### config.mk
export PLATFORM = sky130hd
export DESIGN_NAME = conv_result_writer
export DESIGN_NICKNAME = d
export VERILOG_FILES = /design/src/rtl/conv_pkg.sv /design/src/rtl/conv_sat_relu.sv /design/src/rtl/conv_result_writer.sv
export SDC_FILE = /design/constraint.sdc
export NUM_CORES = 1
export LEC_CHECK = 0
export ABC_AREA = 1
export BUFFER_PORTS_ARGS = -buffer_cell sky130_fd_sc_hd__buf_2
export CAP_MARGIN = 20
export CELL_PAD_IN_SITES_DETAIL_PLACEMENT = 1
export CELL_PAD_IN_SITES_GLOBAL_PLACEMENT = 1
export CORE_MARGIN = 2
export CORE_UTILIZATION = 30
export DETAILED_ROUTE_END_ITERATION = 8
export PLACE_DENSITY = 0.57
export SKIP_CTS_REPAIR_TIMING = 1
export SYNTH_ARGS = -nofsm -noshare
export SYNTH_HDL_FRONTEND = slang
export SYNTH_SLANG_ARGS = --single-unit
### constraint.sdc
create_clock -name clk -period 23.2 [get_ports clk]
set_clock_uncertainty 0.2 [all_clocks]
set_input_delay 2.32 -clock clk [delete_from_list [all_inputs] [get_ports clk]]
set_output_delay 2.32 -clock clk [all_outputs]
set_load 0.01 [all_outputs]
### src/rtl/conv_pkg.sv
// Shared constants and state encoding for the convolution result writer.
package conv_pkg;

  localparam int unsigned OUT_CHANNEL_D = 6;
  localparam int unsigned OUT_ROW_D     = 28;
  localparam int unsigned OUT_COL_D     = 28;
  localparam int unsigned DATA_W_D      = 32;
  localparam int unsigned ADDR_W_D      = 13;
  localparam int unsigned FRAME_PX_D    = OUT_CHANNEL_D * OUT_ROW_D * OUT_COL_D;

  typedef enum logic [1:0] {
    IDLE  = 2'd0,
    RUN   = 2'd1,
    DRAIN = 2'd2
  } state_t;

endpackage

### src/rtl/conv_sat_relu.sv
// Bias add with signed saturation followed by optional ReLU (purely combinational).
module conv_sat_relu
  import conv_pkg::*;
#(
  parameter int unsigned DATA_W  = DATA_W_D,
  parameter int unsigned RELU_EN = 1
) (
  input  logic [DATA_W-1:0] i_res,
  input  logic [DATA_W-1:0] i_bias,
  output logic [DATA_W-1:0] o_pix
);

  logic [DATA_W:0] w_sum;

  // One extra bit of headroom; top two bits disagreeing means the sum left the DATA_W range.
  always_comb begin
    w_sum = {i_res[DATA_W-1], i_res} + {i_bias[DATA_W-1], i_bias};
    o_pix = w_sum[DATA_W-1:0];
    if (w_sum[DATA_W] != w_sum[DATA_W-1]) begin
      o_pix = w_sum[DATA_W] ? {1'b1, {(DATA_W-1){1'b0}}} : {1'b0, {(DATA_W-1){1'b1}}};
    end
    if ((RELU_EN != 0) && o_pix[DATA_W-1]) begin
      o_pix = '0;
    end
  end

endmodule

### src/rtl/conv_result_writer.sv
// Sink of the convolution datapath: biases, clamps and writes one frame of pixels
// in (channel, row, col) order to the output feature-map memory.
module conv_result_writer
  import conv_pkg::*;
#(
  parameter int unsigned OUT_CHANNEL = OUT_CHANNEL_D,
  parameter int unsigned OUT_ROW     = OUT_ROW_D,
  parameter int unsigned OUT_COL     = OUT_COL_D,
  parameter int unsigned DATA_W      = DATA_W_D,
  parameter int unsigned ADDR_W      = ADDR_W_D,
  parameter int unsigned RELU_EN     = 1
) (
  input  logic              clk,
  input  logic              rst,
  input  logic              start,
  input  logic              res_valid,
  input  logic [DATA_W-1:0] res_data,
  output logic              res_ready,
  input  logic              bias_we,
  input  logic [2:0]        bias_idx,
  input  logic [DATA_W-1:0] bias_wdata,
  output logic              mem_we,
  input  logic              mem_wready,
  output logic [ADDR_W-1:0] mem_addr,
  output logic [DATA_W-1:0] mem_wdata,
  output logic              busy,
  output logic              done
);

  localparam int unsigned N_W = (OUT_CHANNEL > 1) ? $clog2(OUT_CHANNEL) : 1;
  localparam int unsigned X_W = (OUT_ROW > 1) ? $clog2(OUT_ROW) : 1;
  localparam int unsigned Y_W = (OUT_COL > 1) ? $clog2(OUT_COL) : 1;

  localparam logic [N_W-1:0] N_LAST = N_W'(OUT_CHANNEL - 1);
  localparam logic [X_W-1:0] X_LAST = X_W'(OUT_ROW - 1);
  localparam logic [Y_W-1:0] Y_LAST = Y_W'(OUT_COL - 1);

  state_t            r_state;
  logic [N_W-1:0]    r_n;
  logic [X_W-1:0]    r_x;
  logic [Y_W-1:0]    r_y;
  logic [ADDR_W-1:0] r_addr;
  logic              r_mem_we;
  logic [ADDR_W-1:0] r_mem_addr;
  logic [DATA_W-1:0] r_mem_wdata;
  logic              r_done;
  logic [DATA_W-1:0] r_bias [OUT_CHANNEL];

  logic              w_accept;
  logic              w_last;
  logic              w_bias_wr;
  logic [DATA_W-1:0] w_pix;

  conv_sat_relu #(
    .DATA_W  (DATA_W),
    .RELU_EN (RELU_EN)
  ) u_sat_relu (
    .i_res  (res_data),
    .i_bias (r_bias[r_n]),
    .o_pix  (w_pix)
  );

  // Handshake decode and output fan-out from the holding registers.
  always_comb begin
    res_ready = (r_state == RUN) && (!r_mem_we || mem_wready);
    w_accept  = res_valid && res_ready;
    w_last    = (r_n == N_LAST) && (r_x == X_LAST) && (r_y == Y_LAST);
    w_bias_wr = bias_we && (r_state == IDLE) && (32'(bias_idx) < OUT_CHANNEL);
    busy      = (r_state != IDLE);
    mem_we    = r_mem_we;
    mem_addr  = r_mem_addr;
    mem_wdata = r_mem_wdata;
    done      = r_done;
  end

  // Per-channel bias registers, writable only between frames.
  always_ff @(posedge clk or posedge rst) begin
    if (rst) begin
      for (int unsigned i = 0; i < OUT_CHANNEL; i++) begin
        r_bias[i] <= '0;
      end
    end else if (w_bias_wr) begin
      r_bias[bias_idx[N_W-1:0]] <= bias_wdata;
    end
  end

  // Frame FSM, pixel counters and the single-entry write holding register.
  always_ff @(posedge clk or posedge rst) begin
    if (rst) begin
      r_state     <= IDLE;
      r_n         <= '0;
      r_x         <= '0;
      r_y         <= '0;
      r_addr      <= '0;
      r_mem_we    <= 1'b0;
      r_mem_addr  <= '0;
      r_mem_wdata <= '0;
      r_done      <= 1'b0;
    end else begin
      r_done <= 1'b0;

      // A new accept overwrites the slot in the same cycle the old write drains.
      if (w_accept) begin
        r_mem_we    <= 1'b1;
        r_mem_addr  <= r_addr;
        r_mem_wdata <= w_pix;
      end else if (mem_wready) begin
        r_mem_we <= 1'b0;
      end

      case (r_state)
        IDLE: begin
          if (start) begin
            r_state <= RUN;
          end
        end
        RUN: begin
          if (w_accept) begin
            if (w_last) begin
              r_state <= DRAIN;
              r_n     <= '0;
              r_x     <= '0;
              r_y     <= '0;
              r_addr  <= '0;
            end else begin
              r_addr <= r_addr + 1'b1;
              if (r_y == Y_LAST) begin
                r_y <= '0;
                if (r_x == X_LAST) begin
                  r_x <= '0;
                  r_n <= r_n + 1'b1;
                end else begin
                  r_x <= r_x + 1'b1;
                end
              end else begin
                r_y <= r_y + 1'b1;
              end
            end
          end
        end
        DRAIN: begin
          if (!r_mem_we || mem_wready) begin
            r_state <= IDLE;
            r_done  <= 1'b1;
          end
        end
        default: r_state <= IDLE;
      endcase
    end
  end

endmodule

# --- Word level (Yosys, flattened, before mapping) ---
# Cells that the tools add are included.
totals:
  reg_bits: 267
  word_cells: 81
op_classes:
  addsub: 5
  n_lt_le_gt_ge: 4
  n_eq_ne: 10
  muxes: 27
  bitwise_logic: 2
  n_reduce_logical: 18
op_table:
  columns: ["operator", "n"]
  rows:
  - ["$bwmux 192", 1]
  - ["$mux 32", 5]
  - ["$bmux 32 s3", 1]
  - ["$demux 32 s3", 1]
  - ["$add 32x32->33", 1]
  - ["$mux 31", 1]
  - ["$mux 5", 5]
  - ["$add 13x1->13 const B", 1]
  - ["$mux 13", 1]
  - ["$add 5x1->5 const B", 2]
  - ["$eq 5x5->1 const B", 2]
  - ["$mux 3", 3]
  - ["$ge 4x4->1 const B", 2]
  - ["$mux 2", 4]
  - ["$ne 2x2->1 const B", 4]
  - ["$not 3->4", 2]
  - ["$reduce_and 4->1", 2]
  - ["$reduce_bool 2->1", 4]
  - ["$logic_and 1x1->1", 7]
  - ["$pmux 2 s3", 1]
  - ["$lt 4x1->1 const B", 1]
  - ["$mux 1", 4]
  - ["$add 3x1->3 const B", 1]
  - ["$eq 3x3->1 const B", 1]
  - ["other kinds (9)", 9]

# --- Logic depth before layout (Yosys ltp) ---
depth:
  ltp_word: 8
  depth_mapped: 22
  depth_no_buf: 20

# --- Cells and area by module ---
# From an unflattened synthesis, not the netlist that was laid out.
hier_totals:
  hier_cells: 1990
  area_unflattened_um2: 15110.7
by_module_without_submodules:
  columns: ["module", "n_inst", "cells_per_inst", "area_per_inst_um2", "seq_area_each_um2"]
  rows:
  - ["conv_result_writer", 1, 1383, 12055.3, 6681.4]
  - ["conv_sat_relu", 1, 607, 3055.4, 0.0]

# --- Worst setup path after synthesis ---
# Ideal clock, no wire load.
synth_path:
  path_kind: "input port to output port"
  start: "input mem_wready"
  end: "output res_ready"
  arrival_time_ns: 2.581
  required_ns: 20.680
  slack_ns: 18.099
  cell_stages: 2
  cell_sequence: "nor2_1 > nor2_1"
synth_between:
  elab_chain_len: 2
synth_rtl:
  columns: ["element", "line", "text"]
  rows:
  - ["from (decl)", "conv_result_writer.sv:23", "input logic mem_wready,"]
  - ["$logic_or 1x1->1", "conv_result_writer.sv:65", "res_ready = (r_state == RUN) && (!r_mem_we || mem_wready);"]
  - ["$logic_and 1x1->1", "conv_result_writer.sv:65", null]
  - ["to (decl)", "conv_result_writer.sv:18", "output logic res_ready,"]
# No other way between the ends.

# --- Final worst setup path ---
# Same ends and word-level chain as after synthesis.

==> impl_metrics.ini <==
[cells_and_area]
final.fill_count = 5905
drive_gt1_share_pct = 10.5
nets = 2102
diodes = 0
finalNonFillerCells = 2625
area_growth_pct = 15.0

[synth]
ys.warnings.count = 0
syn_area_per_cell_um2 = 7.50
yosysMostFrequentCell = nand2_1
ys_seq_elements = 266
synthFlopType = dfrtp_1
synthTopCellsByArea = dfrtp_1 (46%), nand2_1 (16%), o21ai_0 (11%)
synthTopCellsByCount = nand2_1 (616), o21ai_0 (326), dfrtp_1 (266)
postSynthCellCount = 1908
yosysTopAreaCellShare_pct = 46.5
synthAdderAreaFrac_pct = 3.37
synthMuxAreaShare_pct = 0
async_reset_ff_share_pct = 100
synth_simple_gate_area_share_pct = 25.7
synth-compound-area-share_pct = 15.4
ys_seq_area_share_pct = 46.5
synth.distinct_cells = 41
synth_nets = 2019
syn_area_um2 = 14300
synth_top_cell_by_area = dfrtp_1
synth_top_family_by_area = simple AND/OR/NAND/NOR gates
synth_edf_count = 0
synth-xor-area-share_pct = 1.10

[setup_path]
end_kind = output port
critPathSlowestCell = nor2_1
slowest_delay_ns = 0.18
cp_num_buf_inv = 2
rr_worst_depth = 18
critPathKind = in2out
path_depth = 4
arrival_ns = 2.84
required_ns = 20.68
cp_top_family = simple AND/OR/NAND/NOR gates
path_cells = buf_2 -> nor2_1 -> nor2_1 -> buf_2
start_kind = input pin
crit_fanout = 3

[floorplan]
pin_count = 122
start_util_pct = 30.2
dieArea_um2 = 49500
core_um2 = 47400
num_rows = 80
dieHeight_um = 222
die_w_um = 222

[pwr]
clock_power_share_pct = 35.3
switching_share_pct = 30.3
p_per_area_nw_per_um2 = 85.0
p_total_w = 0.00140
power.switching_w = 0.000424
p_int_w = 0.000976
p_leak_nw = 8.26
p_seq_share_pct = 44.7
peakVddDrop_v = 0.0000540
comb_power_share_pct = 20.0

[timing]
fin_hold_ws_ns = 0.273
fmax_ghz = 0.187
setup_ws_ns = 17.84
setup_viol = 0
fin_crit_ns = 5.36
worst_slew_pin_slew_ns = 0.998
max_slew_margin_pct = 33.4
finalCritPeriodShare_pct = 23.1
setup_tns_ns = 0
rsz0062_at_grt = false
finalHoldViolations = 0
slew_violations = 0

[run]
cap_violations = 0

[drt]
wl_per_cell_um = 17.0
firstDrtPassIters = 5
wl_um = 44700
vias = 12600
viasPerCell = 4.81
drt_iter0_drc = 676
drc_errors = 0
ant_nets = 0

[placed_design]
io_buffers = 120
post-dp-hpwl_um = 30600
dpl.cell_count = 2570
pre_cts_ws_ns = 17.86
gp_congestion = 0.825

[hold_path]
hold_path_depth = 2
hp-class = reg2reg

[clock_network]
clk-insertion-delay-late_ns = 0.57
cts_root_buffer = clkbuf_16
cts_made_buffers = 31
htree_levels = 1
clockBufferDepth = 3
clk_pin_slew_ns = 0.05
cts_sinks = 266
cts_tree = built

[grt]
grt_pass1_vias = 13100
grt_pass1_wl_um = 72400
grt_start_max_net_pins = 80
antenna_found_initial = 0
grt_overflow = 0
grt_use_total_pct = 18.3

[status]
status = finished, final reports clean
==> worst min-delay path, delay by kind of cell (launching register included) <==
family           cells  cell delay [ns]
flip-flops           1             0.33
AND/OR/NAND/NOR      2             0.10
==> layer usage <==
metal  GRT usage, %  vias to the layer above  wire [um]
met5              0                        -          0
li1               -                     6297          -
met1           24.8                     6111      21300
met2           31.1                      148      21200
met3           1.90                       66       1130
met4           4.83                        0       1040
==> cell type report <==
type                       instances  area, um2  area share [%]
clock inverter                     5        100           0.608
tap                              615        769            4.67
multi-input combinational       1371       6540            39.7
sequential                       266       6660            40.4
clock buffer                      47        916            5.56
timing repair buffer             134        763            4.63
inverter                         187        723            4.39
==> cell usage in the layout (no fill, tap or decap), drive strengths merged, types with 2 or more instances in the layout <==
cell type,netlist,final
nor3,27,27
ha,37,37
xnor2,16,16
clkbuf,54,47
nand2,625,625
and2,4,4
clkinv,1,4
inv,185,184
o21bai,7,7
and3,2,2
xor2,2,2
nor2,158,158
bufinv,1,4
a21oi,38,38
dfrtp,266,266
nand4,20,20
nand3,43,43
o21ai,348,348
buf,30,134
o22ai,32,32
nand3b,7,7
==> power by group through the flow <==
stage / Sequential (W) / Clock, W / Combinational, W
after floorplan: 0.000631 / 0 / 0.000190
after global placement: 0.000630 / 0 / 0.000278
after detailed placement: 0.000633 / 0 / 0.000286
after CTS: 0.000626 / 0.000511 / 0.000287
after global routing: 0.000640 / 0.000528 / 0.000327
final: 0.000626 / 0.000494 / 0.000281
==> registers in the layout, summed over array words and instances (netlist names) <==
| signal | count |
|---|---|
| mem_wdata | 31 |
| done | 1 |
| mem_we | 1 |
| r_y | 5 |
| r_x | 5 |
| r_n | 3 |
| r_state | 2 |
| mem_addr | 13 |
| r_addr | 13 |
| r_bias | 192 |
==> final timing paths <==
kind                                     from            end  slack [ns]
worst max-delay path               mem_wready      res_ready       17.84
worst min-delay path            mem_wdata[26]  mem_wdata[26]        0.27
worst max register to register         r_n[0]  mem_wdata[17]       18.16
worst min register to register  mem_wdata[26]  mem_wdata[26]        0.27
max in group asynchronous                 rst     r_bias[87]       19.81
min in group asynchronous                 rst    r_bias[136]        1.62
==> cell families after synthesis <==
logic type	after synthesis
other cells	1
flops	266
fa+ha+maj	38
simple gates	887
compound gates	427
xor+xnor	18
buf+inv	271
==> per-stage QoR <==
stage / utilization [%] / cell area (um2)
floorplan: - / 14300
global placement: 32.4 / 15400
detailed placement: 32.4 / 15400
CTS: 34.6 / 16400
global route: 34.7 / 16500
finish: 34.7 / 16500
Note: power is estimated with default switching activity, not from simulation.
